`src/rtl/rx_ctrl_dec.sv`:
```
// RS-485 command frame decoder: 8N1 byte receiver feeding an A5-framed command parser.
// Define RX_CKSUM_EN to require a sixth XOR checksum byte (dev^mod^addr^data).
`timescale 1ns/1ps
module rx_ctrl_dec #(
    parameter logic [15:0] CLK_DIV  = 16'd434,
    parameter logic [7:0]  DEV_ID   = 8'h01,
    parameter logic [7:0]  TMO_BITS = 8'd20
) (
    input  logic       clk_sys,
    input  logic       rst_n,
    input  logic       rx_ctrl,
    output logic [7:0] cmdr_dev,
    output logic [7:0] cmdr_mod,
    output logic [7:0] cmdr_addr,
    output logic [7:0] cmdr_data,
    output logic       cmdr_vld,
    output logic       rx_err
);

    localparam int unsigned CW = 16;
    localparam int unsigned TW = 32;
    localparam logic [CW-1:0] HALF_M1 = CW'(CLK_DIV >> 1) - CW'(1);
    localparam logic [CW-1:0] FULL_M1 = CLK_DIV - CW'(1);
    localparam logic [TW-1:0] TMO_LIM = TW'(TMO_BITS) * TW'(CLK_DIV);
    localparam logic [7:0]    SOF     = 8'hA5;
    localparam logic [7:0]    BCAST   = 8'hFF;

    typedef enum logic [1:0] {B_IDLE, B_START, B_DATA, B_STOP} bstate_t;
`ifdef RX_CKSUM_EN
    typedef enum logic [2:0] {F_HUNT, F_DEV, F_MOD, F_ADDR, F_DATA, F_CKS} fstate_t;
`else
    typedef enum logic [2:0] {F_HUNT, F_DEV, F_MOD, F_ADDR, F_DATA} fstate_t;
`endif

    logic          r_sync1, r_sync2, r_prev;
    bstate_t       r_bstate, w_bstate_nxt;
    logic [CW-1:0] r_bcnt, w_bcnt_nxt;
    logic [2:0]    r_bidx, w_bidx_nxt;
    logic [7:0]    r_shift, w_shift_nxt;
    logic          w_fall, w_byte_ok, w_stop_err;
    fstate_t       r_fstate, w_fstate_nxt;
    logic [7:0]    r_sh_dev, r_sh_mod, r_sh_addr;
    logic [7:0]    w_out_data;
    logic          w_ld_dev, w_ld_mod, w_ld_addr, w_ld_data;
    logic          w_accept, w_err, w_dev_hit, w_tmo;
    logic [TW-1:0] r_tmo_cnt;

    // Line synchronizer, presets to idle-high so reset release never fakes a start edge
    always_ff @(posedge clk_sys or negedge rst_n) begin
        if (!rst_n) begin
            r_sync1 <= 1'b1;
            r_sync2 <= 1'b1;
            r_prev  <= 1'b1;
        end else begin
            r_sync1 <= rx_ctrl;
            r_sync2 <= r_sync1;
            r_prev  <= r_sync2;
        end
    end

    assign w_fall = r_prev & ~r_sync2;

    always_ff @(posedge clk_sys or negedge rst_n) begin
        if (!rst_n) begin
            r_bstate <= B_IDLE;
            r_bcnt   <= '0;
            r_bidx   <= '0;
            r_shift  <= '0;
        end else begin
            r_bstate <= w_bstate_nxt;
            r_bcnt   <= w_bcnt_nxt;
            r_bidx   <= w_bidx_nxt;
            r_shift  <= w_shift_nxt;
        end
    end

    // Bit FSM: start bit checked mid-bit, then one sample per bit period
    always_comb begin
        w_bstate_nxt = r_bstate;
        w_bcnt_nxt   = r_bcnt + CW'(1);
        w_bidx_nxt   = r_bidx;
        w_shift_nxt  = r_shift;
        w_byte_ok    = 1'b0;
        w_stop_err   = 1'b0;
        case (r_bstate)
            B_IDLE: begin
                w_bcnt_nxt = '0;
                if (w_fall) w_bstate_nxt = B_START;
            end
            B_START: begin
                if (r_bcnt == HALF_M1) begin
                    w_bcnt_nxt   = '0;
                    w_bidx_nxt   = '0;
                    w_bstate_nxt = r_sync2 ? B_IDLE : B_DATA;
                end
            end
            B_DATA: begin
                if (r_bcnt == FULL_M1) begin
                    w_bcnt_nxt  = '0;
                    w_shift_nxt = {r_sync2, r_shift[7:1]};
                    w_bidx_nxt  = r_bidx + 3'd1;
                    if (r_bidx == 3'd7) w_bstate_nxt = B_STOP;
                end
            end
            B_STOP: begin
                if (r_bcnt == FULL_M1) begin
                    w_bcnt_nxt   = '0;
                    w_bstate_nxt = B_IDLE;
                    w_byte_ok    = r_sync2;
                    w_stop_err   = ~r_sync2;
                end
            end
            default: w_bstate_nxt = B_IDLE;
        endcase
    end

    // Inter-byte idle watchdog, armed only while a frame is in progress
    always_ff @(posedge clk_sys or negedge rst_n) begin
        if (!rst_n) r_tmo_cnt <= '0;
        else if (r_fstate != F_HUNT && r_bstate == B_IDLE && !w_tmo) r_tmo_cnt <= r_tmo_cnt + TW'(1);
        else r_tmo_cnt <= '0;
    end

    assign w_tmo     = (r_tmo_cnt == TMO_LIM);
    assign w_dev_hit = (r_sh_dev == DEV_ID) || (r_sh_dev == BCAST);

`ifdef RX_CKSUM_EN
    logic [7:0] r_sh_data;
    always_ff @(posedge clk_sys or negedge rst_n) begin
        if (!rst_n)         r_sh_data <= '0;
        else if (w_ld_data) r_sh_data <= r_shift;
    end
    assign w_out_data = r_sh_data;
`else
    assign w_out_data = r_shift;
`endif

    always_ff @(posedge clk_sys or negedge rst_n) begin
        if (!rst_n) begin
            r_fstate  <= F_HUNT;
            r_sh_dev  <= '0;
            r_sh_mod  <= '0;
            r_sh_addr <= '0;
        end else begin
            r_fstate <= w_fstate_nxt;
            if (w_ld_dev)  r_sh_dev  <= r_shift;
            if (w_ld_mod)  r_sh_mod  <= r_shift;
            if (w_ld_addr) r_sh_addr <= r_shift;
        end
    end

    // Frame FSM: one state per good byte; errors always fall back to hunting
    always_comb begin
        w_fstate_nxt = r_fstate;
        w_ld_dev     = 1'b0;
        w_ld_mod     = 1'b0;
        w_ld_addr    = 1'b0;
        w_ld_data    = 1'b0;
        w_accept     = 1'b0;
        w_err        = 1'b0;
        if (w_stop_err || w_tmo) begin
            w_err        = 1'b1;
            w_fstate_nxt = F_HUNT;
        end else if (w_byte_ok) begin
            case (r_fstate)
                F_HUNT: if (r_shift == SOF) w_fstate_nxt = F_DEV;
                F_DEV:  begin w_ld_dev  = 1'b1; w_fstate_nxt = F_MOD;  end
                F_MOD:  begin w_ld_mod  = 1'b1; w_fstate_nxt = F_ADDR; end
                F_ADDR: begin w_ld_addr = 1'b1; w_fstate_nxt = F_DATA; end
`ifdef RX_CKSUM_EN
                F_DATA: begin w_ld_data = 1'b1; w_fstate_nxt = F_CKS;  end
                F_CKS: begin
                    w_fstate_nxt = F_HUNT;
                    if (r_shift == (r_sh_dev ^ r_sh_mod ^ r_sh_addr ^ r_sh_data)) w_accept = w_dev_hit;
                    else w_err = 1'b1;
                end
`else
                F_DATA: begin
                    w_fstate_nxt = F_HUNT;
                    w_accept     = w_dev_hit;
                end
`endif
                default: w_fstate_nxt = F_HUNT;
            endcase
        end
    end

    always_ff @(posedge clk_sys or negedge rst_n) begin
        if (!rst_n) begin
            cmdr_dev  <= '0;
            cmdr_mod  <= '0;
            cmdr_addr <= '0;
            cmdr_data <= '0;
            cmdr_vld  <= 1'b0;
            rx_err    <= 1'b0;
        end else begin
            cmdr_vld <= w_accept;
            rx_err   <= w_err;
            if (w_accept) begin
                cmdr_dev  <= r_sh_dev;
                cmdr_mod  <= r_sh_mod;
                cmdr_addr <= r_sh_addr;
                cmdr_data <= w_out_data;
            end
        end
    end

endmodule

```
`config.mk`:
```
export PLATFORM = sky130hd
export DESIGN_NAME = rx_ctrl_dec
export DESIGN_NICKNAME = d
export VERILOG_FILES = /design/src/rtl/rx_ctrl_dec.sv
export SDC_FILE = /design/constraint.sdc
export NUM_CORES = 1
export LEC_CHECK = 0
export ABC_AREA = 0
export CAP_MARGIN = 20
export CORE_AREA = 2 2 120 122
export CTS_BUF_LIST = sky130_fd_sc_hd__clkbuf_8
export DETAILED_ROUTE_END_ITERATION = 6
export DIE_AREA = 0 0 122 124
export GPL_TIMING_DRIVEN = 0
export HOLD_SLACK_MARGIN = 0.05
export SKIP_LAST_GASP = 1
export SYNTH_ARGS = -nofsm -noshare
export SYNTH_HDL_FRONTEND = slang
export SYNTH_SLANG_ARGS = --single-unit
```
`constraint.sdc`:
```
create_clock -name clk_sys -period 3.6 [get_ports clk_sys]
set_input_delay 0.54 -clock clk_sys [delete_from_list [all_inputs] [get_ports clk_sys]]
set_output_delay 0.54 -clock clk_sys [all_outputs]
set_load 0.01 [all_outputs]
```
==> results.md, run 1 <==
* IO Pins at 37
* EDFF count, synth at 0
* Fin crit period at 2990 ps
* Most common cell after layout, fill and taps aside: dfrtp_1
* Number of synthesized register bits at ~130
* Count of cell types in the netlist at 47
* Clk_skew at 15.9 ps
* DRC at 0
* Post-detailed-route wirelength per cell at 14.6 µm
* Initial Util at 41.7%
* TritonCTS Sinks at 125
* Final cell area excluding filler cells at about 6800 µm²
* Gr busiest metal: met2
* Antenna Cells at 0
* Req. time, crit path at 3910 ps
* Ys Warns at 0
* DRT Pass-1 Iters at 4
* Nets at 540
* Post-CTS setup buffer count at 0
* Final setup TNS at 0 ps
* GRT Total Usage at 15.3%
* Main combinational cell family by area after synthesis: simple AND/OR/NAND/NOR gates
* CTS Buffer Depth at 2
* Routed wire length at 10600 µm
* Iter 0 DRT Violations at about 170
* Mapped Area at 5720 µm²
* CTS clk-pin slew, worst paths at 80 ps
* Fmax at roughly 0.33 GHz
* Initial antenna violation count at 0
* Outcome: complete, no violations
* Worst slew pin tran at around 900 ps
* Xor and xnor area share after synthesis at 6.89%
* Final hold violations at 0
* Placed instance area at 6340 µm²
* H-Tree Depth at 4
* Final Setup Violations at 0
* GRT overflow at 0
* Met2 Use GR at 24.8%
* Seq/Total Area, Yosys at 54.7%
* Worst setup margin at 606 ps
* Final worst-path cycle share at 83.2%
* Critical Path End Type: flip-flop
* Layout cells sized above 1 at a little under a fifth
* Met1 Usage GRT at 19.7%
* Post-synthesis simple-gate area fraction at a little under a fifth
* Die Wd at approximately 120 µm
* Worst IR Drop VDD at 0.210 mV
* LEAKAGE at 0.00297 µW
* Area growth, synth to finish at 19.1%
* First-pass GRT wire length at 17900 µm
* Mux cell area share after synthesis at 14.6%
* WP data arrival at 3310 ps
* Cells on worst reg2reg path at 9
* Hold Crit Class: reg2reg
* Vias in the first global route at 3625
* Antenna Nets Post-Route at 0
* Avg Vias per Cell at 5.02
* Adder-Cell Fraction of Synth Area at 1.53%
* Hold Path Cell Cnt at 0
* PnR Total Power at between 3000 and 4000 µW
* RSZ-0062 raised after global routing: no
* Final Util at 49.7%
* CP Max Fanout at 10
* Post-Syn Nets at 483
* CTS root buf: clkbuf_8
* Main synth FF type: dfrtp_1
* FP Rows at between 40 and 50
* Worst-Skew Late Latency at 440 ps
* CP Launch Type: flip-flop
* PwrDens at around 450 nW/µm²
* Max-slew violations at 0
* Final HPWL DP at slightly above 7000 µm
* DR vias at 3625
* Place WS at 517 ps
* Chip height at 124 µm
* Slew headroom at just under 40%
* TritonCTS buffer count at 17
* Final Wtd Congestion at 0.826
* Largest net degree at the start of global routing at 77
* Layout fillers at 1193
* Input/output buffers at 36
* Die area at approximately 15000 µm²
* Met3 Use GR at 4.17%
* Async SR Flop Fraction at 100%
* Compound-cell area share of the yosys netlist at 1.57%
* Placeable Area at ~14000 µm²
* Synth Instances at 473
* Maximum Capacitance Violations at 0
* Crit Path Category: reg2reg
* CTS tree: built
* Syn Area/Cell at 12.1 µm²
* Most frequent cells in the layout: 122 x dfrtp_1, 63 x nor2_1, 35 x clkdlybuf4s50_1
-- Yosys cell counts, types with 7 or more instances --
cell | n | area [µm²]
nor3_1 | 11 | 55.1
nor4_1 | 17 | 106
inv_1 | 12 | 45.0
nand3_1 | 20 | 100
xor2_1 | 13 | 114
nand2_1 | 26 | 97.6
nor2_1 | 63 | 236
clkbuf_1 | 9 | 33.8
xnor2_1 | 32 | 280
mux2_2 | 21 | 236
nand4_1 | 8 | 50.1
dfrtp_1 | 122 | 3050
mux2_1 | 13 | 146
mux2_4 | 29 | 435
ha_1 | 7 | 87.6
-- state kept, by name, summed over array words and instances, names as in the netlist, named ones only --
| name | flops |
|---|---|
| rx_err | 1 |
| r_prev | 1 |
| r_sync2 | 1 |
| cmdr_data | 8 |
| r_tmo_cnt | 32 |
| r_shift | 8 |
| r_sync1 | 1 |
| r_bidx | 3 |
| r_sh_addr | 8 |
| cmdr_dev | 8 |
| r_fstate | 3 |
| r_sh_mod | 8 |
| cmdr_mod | 8 |
| cmdr_vld | 1 |
| cmdr_addr | 8 |
| r_sh_dev | 8 |
| r_bcnt | 16 |
| r_bstate | 1 |
-- layout make-up --
class	instances	area [µm²]	area share (%)
clock buffers	19	262	3.84
plain buffers	17	93.8	1.38
multi-input cells	319	2450	36.0
inverters	12	45.0	0.661
well taps	180	225	3.30
repair buffers	38	399	5.86
flip-flops and latches	125	3130	46.0
clock inverters	12	206	3.03
-- logic make-up after synthesis --
| logic type | after synthesis |
|---|---|
| buffers and inverters | 29 |
| DFF | 125 |
| AOI/OAI and AO/OA | 14 |
| adders and majority gates | 7 |
| xor gates and xnor gates | 45 |
| and+or+nand+nor | 188 |
| muxes | 65 |
-- final timing paths --
| kind | slack [ps] | from | to |
|---|---|---|---|
| min | 360 | r_sync1$_DFF_PN1_ | r_sync2$_DFF_PN1_ |
| max | 610 | r_tmo_cnt[0]$_DFF_PN0_ | r_tmo_cnt[29]$_DFF_PN0_ |
| max reg2reg | 610 | r_tmo_cnt[0]$_DFF_PN0_ | r_tmo_cnt[29]$_DFF_PN0_ |
| max in group asynchronous | 2250 | rst_n | r_fstate[1]$_DFFE_PN0P_ |
| min reg2reg | 360 | r_sync1$_DFF_PN1_ | r_sync2$_DFF_PN1_ |
| min in group asynchronous | 620 | rst_n | cmdr_dev[0]$_DFFE_PN0P_ |
-- metal layers --
metal / part of all wire [%] / vias up / wire length (µm)
met5: 0 / - / 0
met4: 1.3 / 0 / 135
met3: 3.1 / 8 / 327
met2: 48 / 50 / 5070
met1: 48 / 1804 / 5040
li1: - / 1763 / -
-- critical path, cell delays in order, from the launching register on --
cell      delay [ps]
dfrtp_1          430
inv_1             70
ha_1             130
nor4bb_1         370
nand2_1          130
nor4_1           790
or4_1            210
clkbuf_1         230
clkbuf_1         410
nor2_1           100
-- through the flow --
step | hold slack [ps] | instances
detailed placement | 349 | 690
CTS | 361 | 722
global route | 363 | 722
finish | 360 | 722
floorplan | 244 | 473
global placement | 349 | 689
-- power by group --
group	total, µW	switching, µW	internal (µW)
Clock	1440	578	867
Sequential	1500	55.9	1450
Combinational	152	84.6	67.1
Total	3100	718	2380
-- repair_timing --
item	4_1_cts	5_1_grt
gates resized for setup	0	0
hold buffers	1	0
hold endpoints to repair	32	0
Power figures use the tool's default switching activity.
==> run 2, diff against run 1 <==
==> constraint.sdc (replaced) <==
create_clock -name clk_sys -period 3.1 [get_ports clk_sys]
set_input_delay 0.465 -clock clk_sys [delete_from_list [all_inputs] [get_ports clk_sys]]
set_output_delay 0.465 -clock clk_sys [all_outputs]
set_load 0.01 [all_outputs]
==> run 2 against run 1 <==
Against the previous run: sequential cell count unchanged; final area about the same; register-to-register slack got worse by 340 ps; critical path depth decreased by 3; clock-buffer cell count unchanged; global-route usage unchanged.
==> results.md, run 2 (synthesized netlist as in run 1, its figures left out) <==
* Outcome: complete, no violations
* Largest Register: r_tmo_cnt
* Crit path top cell by count: nor4_4
* Combinational fraction of design power at 4.9%
* Die area at 15100 µm²
* Slew headroom at 60.4%
* DRT Pass-1 Iters at 4
* Internal power at 2760 µW
* Final worst-path cycle share at 91.4%
* Critical Path End Type: flip-flop
* IO Pins at 37
* Most common cell after layout, fill and taps aside: dfrtp_1
* Fmax at 0.353 GHz
* Largest net degree at the start of global routing at 77
* Input/output buffers at 36
* Antenna Nets Post-Route at 0
* Nets at 540
* Switching power at about 830 µW
* H-Tree Depth at 4
* TritonCTS buffer count at 17
* Worst IR Drop VDD at 0.245 mV
* Chip height at 124 µm
* TritonCTS Sinks at 125
* Max-slew violations at 0
* Antenna Cells at 0
* Crit Path Category: reg2reg
* Most frequent cells in the layout: 122 x dfrtp_1, 63 x nor2_1, 35 x clkdlybuf4s50_1
* LEAKAGE at 0.00297 µW
* Worst-Skew Late Latency at 440 ps
* DR vias at 3638
* Req. time, crit path at 3410 ps
* Cell-by-cell listing of the critical path: or4_4, nor4_4, nand4_2, nor4_4, buf_6, mux2_4
* Fin crit period at 2830 ps
* Maximum Capacitance Violations at 0
* Crit path largest cell delay at between 500 and 600 ps
* CTS tree: built
* Layout cells sized above 1 at 19.4%
* Worst slew pin tran at just under 600 ps
* CTS Buffer Depth at 2
* Final hold violations at 0
* CTS clk-pin slew, worst paths at 70 ps
* Post-detailed-route wirelength per cell at between 10 and 15 µm
* Initial antenna violation count at 0
* Iter 0 DRT Violations at 153
* Routed wire length at 10600 µm
* Clk_skew at 16.0 ps
* Hold Crit Class: reg2reg
* Die Wd at 122 µm
* Final Wtd Congestion at 0.826
* Area growth, synth to finish at 19.2%
* RSZ-0062 raised after global routing: no
* Worst hold slack at roughly 360 ps
* Clock Power Share at 46.6%
* CP Launch Type: flip-flop
* Max reg flops at 32
* CP Max Fanout at 10
* Switching Fraction at between 20 and 25%
* Cell at the slowest stage of the critical path: or4_4
* Finished Layout Cells at a little over 700
* Avg Vias per Cell at 5.04
* GRT Total Usage at approximately 15%
* Cells on worst reg2reg path at 6
* Final HPWL DP at 7180 µm
* Vias in the first global route at 3625
* FP Rows at 43
* CTS root buf: clkbuf_8
* WP data arrival at 3150 ps
* Regs by FF count: r_tmo_cnt (32), r_bcnt (16)
* PwrDens at 527 nW/µm²
* PnR Total Power at 3600 µW
* GRT overflow at 0
* Cell count after placement at 690
* DRC at 0
* First-pass GRT wire length at 17900 µm
* Reg power frac at between 40% and 50%
* Initial Util at between 40% and 50%
* Hold Path Cell Cnt at 0
* Placeable Area at 13700 µm²
* Final Setup Violations at 0
[run 2: per-layer routing]
metal | global-route usage, % | share of wire, %
met1 | 19.7 | 47
met2 | 24.8 | 48
met3 | 4.17 | 3.2
met4 | 5.75 | 1.3
met5 | 0 | 0
[run 2: timing repair]
item                                    4_1_cts  5_1_grt
setup buffers                                 0        0
gates resized for setup                       0        1
endpoints found under the hold margin        46        0
hold buffers                                  1        0
endpoints found under the setup margin        0       30
[run 2: worst paths after layout]
kind,startpoint,endpoint,slack [ps]
hold / removal,r_sync1$_DFF_PN1_,r_sync2$_DFF_PN1_,360
setup / recovery,r_bcnt[2]$_DFF_PN0_,cmdr_dev[5]$_DFFE_PN0P_,270
min in group asynchronous,rst_n,cmdr_dev[0]$_DFFE_PN0P_,540
setup reg to reg,r_bcnt[2]$_DFF_PN0_,cmdr_dev[5]$_DFFE_PN0P_,270
hold reg to reg,r_sync1$_DFF_PN1_,r_sync2$_DFF_PN1_,360
max in group asynchronous,rst_n,r_fstate[1]$_DFFE_PN0P_,1830
[run 2: per-stage QoR]
stage / setup slack [ps] / TNS [ps] / utilization [%] / area, µm²
after floorplan: 589 / 0 / - / 5720
after global placement: -3290 / -405770 / 46.0 / 6310
after detailed placement: 16.5 / 0 / 46.2 / 6340
after CTS: 24.1 / 0 / 49.7 / 6820
after global routing: 86.0 / 0 / 49.7 / 6820
final: 267 / 0 / 49.7 / 6820
[run 2: worst max-delay path: cells and delay by family (launching register included)]
| family | cells | cell delay (ps) |
|---|---|---|
| muxes | 1 | 310 |
| and+or+nand+nor | 4 | 1700 |
| DFF | 1 | 440 |
| buffers and inverters | 1 | 250 |
[run 2: power groups by stage]
stage / Combinational (µW) / Clock (µW) / Sequential (µW)
floorplan: 118 / 0 / 1760
global placement: 167 / 0 / 1770
detailed placement: 177 / 0 / 1770
CTS: 180 / 1720 / 1740
global route: 201 / 1790 / 1750
finish: 176 / 1680 / 1740
[run 2: area by class of cell]
class                   count  area [µm²]
flip-flops and latches    125        3130
clock buffers              19         262
repair buffers             38         399
well taps                 180         225
fillers                  1190        6900
clock inverters            12         206
multi-input cells         319        2460
plain buffers              17        93.8
inverters                  12        45.0
==> edit: new RTL, settings of run 2 <==
Add a define of `RX_CKSUM_EN`.
--- a/src/rtl/rx_ctrl_dec.sv
+++ b/src/rtl/rx_ctrl_dec.sv
@@ -3,2 +3,4 @@
 `timescale 1ns/1ps
+`define RX_CKSUM_EN
+
 module rx_ctrl_dec #(
Formal check against the unedited RTL: same outputs for any inputs over 10 cycles, from zero or initial values and one cycle with rst_n low; that may be too few to reach the edited logic, so the function may still have changed.
==> edit against run 2 <==
- sequential cell count grew 8
- cell count grew 5.0%
- sequential power grew 3%
- area after synthesis grew 8.1%
- setup slack lost 0.11 ns
- hold slack lost 0.0025 ns
- routed wire length grew 8.4%
- combinational power grew 35%
- design area grew 7.4%
- total power grew 3.1%
- critical path depth grew 2
- critical path type unchanged
==> edit: results (changes against run 2) <==
- The flow ran to the end, and the final reports show no timing, DRC or antenna violations.
- The number of global-route vias before repair is 4031 (+11%).
- The routing usage on met1 came to 0.229 (+0.0328).
- Worst setup slack for register-to-register paths: 0.16 ns (-0.11 ns)
- Wire length of the first global-routing pass: 19.8 mm (+10%)
- The synthesized net count is 513 (+6.2%).
* Endpoint of the worst setup timing path: cmdr_addr[6]
- The detailed-routing wirelength on met1 was 5.55 mm (+11%).
- Area contributors post-synth: dfrtp_1 53%, mux2_2 12%, xnor2_1 4.4%
- The post-detailed-route wirelength per cell was 15.1 um (+3.3%).
* Share of final-layout standard cells stronger than drive strength 1: 0.232 (+0.0381)
- R2R cell count: 8 (+2)
- The number of nets in the layout was 575 (+6.5%).
* Detailed-placement wirelength estimate: 7.94 mm (+11%)
* Placed Cells: 720 (+4.3%)
- The maximum number of pins on one net before global-route repair came to 71 (-7.8%).
* Number of fillers in the final layout: 1221 (+2.6%)
- The unique cell type count in the Yosys netlist came to 45 (-4.3%).
* Leakage component of the power: 3.23 nW (+8.4%)
- The maximum resistive drop on vdd was 0.000286 V (+17%).
- The aggregate routed wire length is 11.5 mm (+8.4%).
- Syn Inst Count: 503 (+6.3%)
- Register area share after synthesis: 0.539 (-0.00848)
* WP data arrival: 3.27 ns (+0.12 ns)
* Post-detailed-placement cell area: 0.00681 mm^2 (+7.4%)
## edit: cell types whose count changed after synthesis, moves of 8 or more
cell            run 2  this run
mux2_2             21        64
xor2_1             13        24
mux2_1             13         1
xnor3_1             0         8
nand4_1             8        16
mux2_4             29         8
nor4_1             17         9
dfrtp_1           122       130
## edit: cell families after synthesis
family                     share of synthesized area
AOI/OAI and AO/OA                             0.0235
xor gates and xnor gates                       0.107
adders and majority gates                     0.0142
buffers and inverters                         0.0170
DFF                                            0.539
muxes                                          0.138
and+or+nand+nor                                0.162
## edit: layout make-up
cell class              count  area share
multi-input cells         345       0.376
clock inverters            13      0.0280
plain buffers              14     0.00973
inverters                  11     0.00563
flip-flops and latches    133       0.455
well taps                 180      0.0307
repair buffers             43      0.0592
clock buffers              19      0.0357
## edit: what timing repair did
action,in CTS,in global routing
endpoints found under the setup margin,8,30
buffers inserted,0,4
endpoints found under the hold margin,60,0
pin swaps,0,3
hold buffers,1,0
gates resized for setup,1,3
## edit: power breakdown
group / switching (mW) / internal, mW
clock: 0.668 / 0.997
sequential: 0.0359 / 1.77
combinational: 0.160 / 0.0780
total: 0.864 / 2.84
## edit: worst max-delay path, stage by stage (launching register included)
cell and delay (ns):
dfrtp_1 0.44, or4_4 0.59, nor4_4 0.37, and3_4 0.27
nand3_4 0.14, nor4_4 0.23, buf_4 0.19, clkbuf_4 0.22
mux2_2 0.36
## edit: through the flow
| stage | setup WS (ns) | hold slack, ns | utilization |
|---|---|---|---|
| after floorplan | 0.412 | 0.169 | - |
| after global placement | -3.66 | 0.346 | 0.493 |
| after detailed placement | 0.00211 | 0.347 | 0.496 |
| after CTS | 0.00527 | 0.358 | 0.531 |
| after global routing | 0.0352 | 0.360 | 0.534 |
| final | 0.160 | 0.357 | 0.534 |
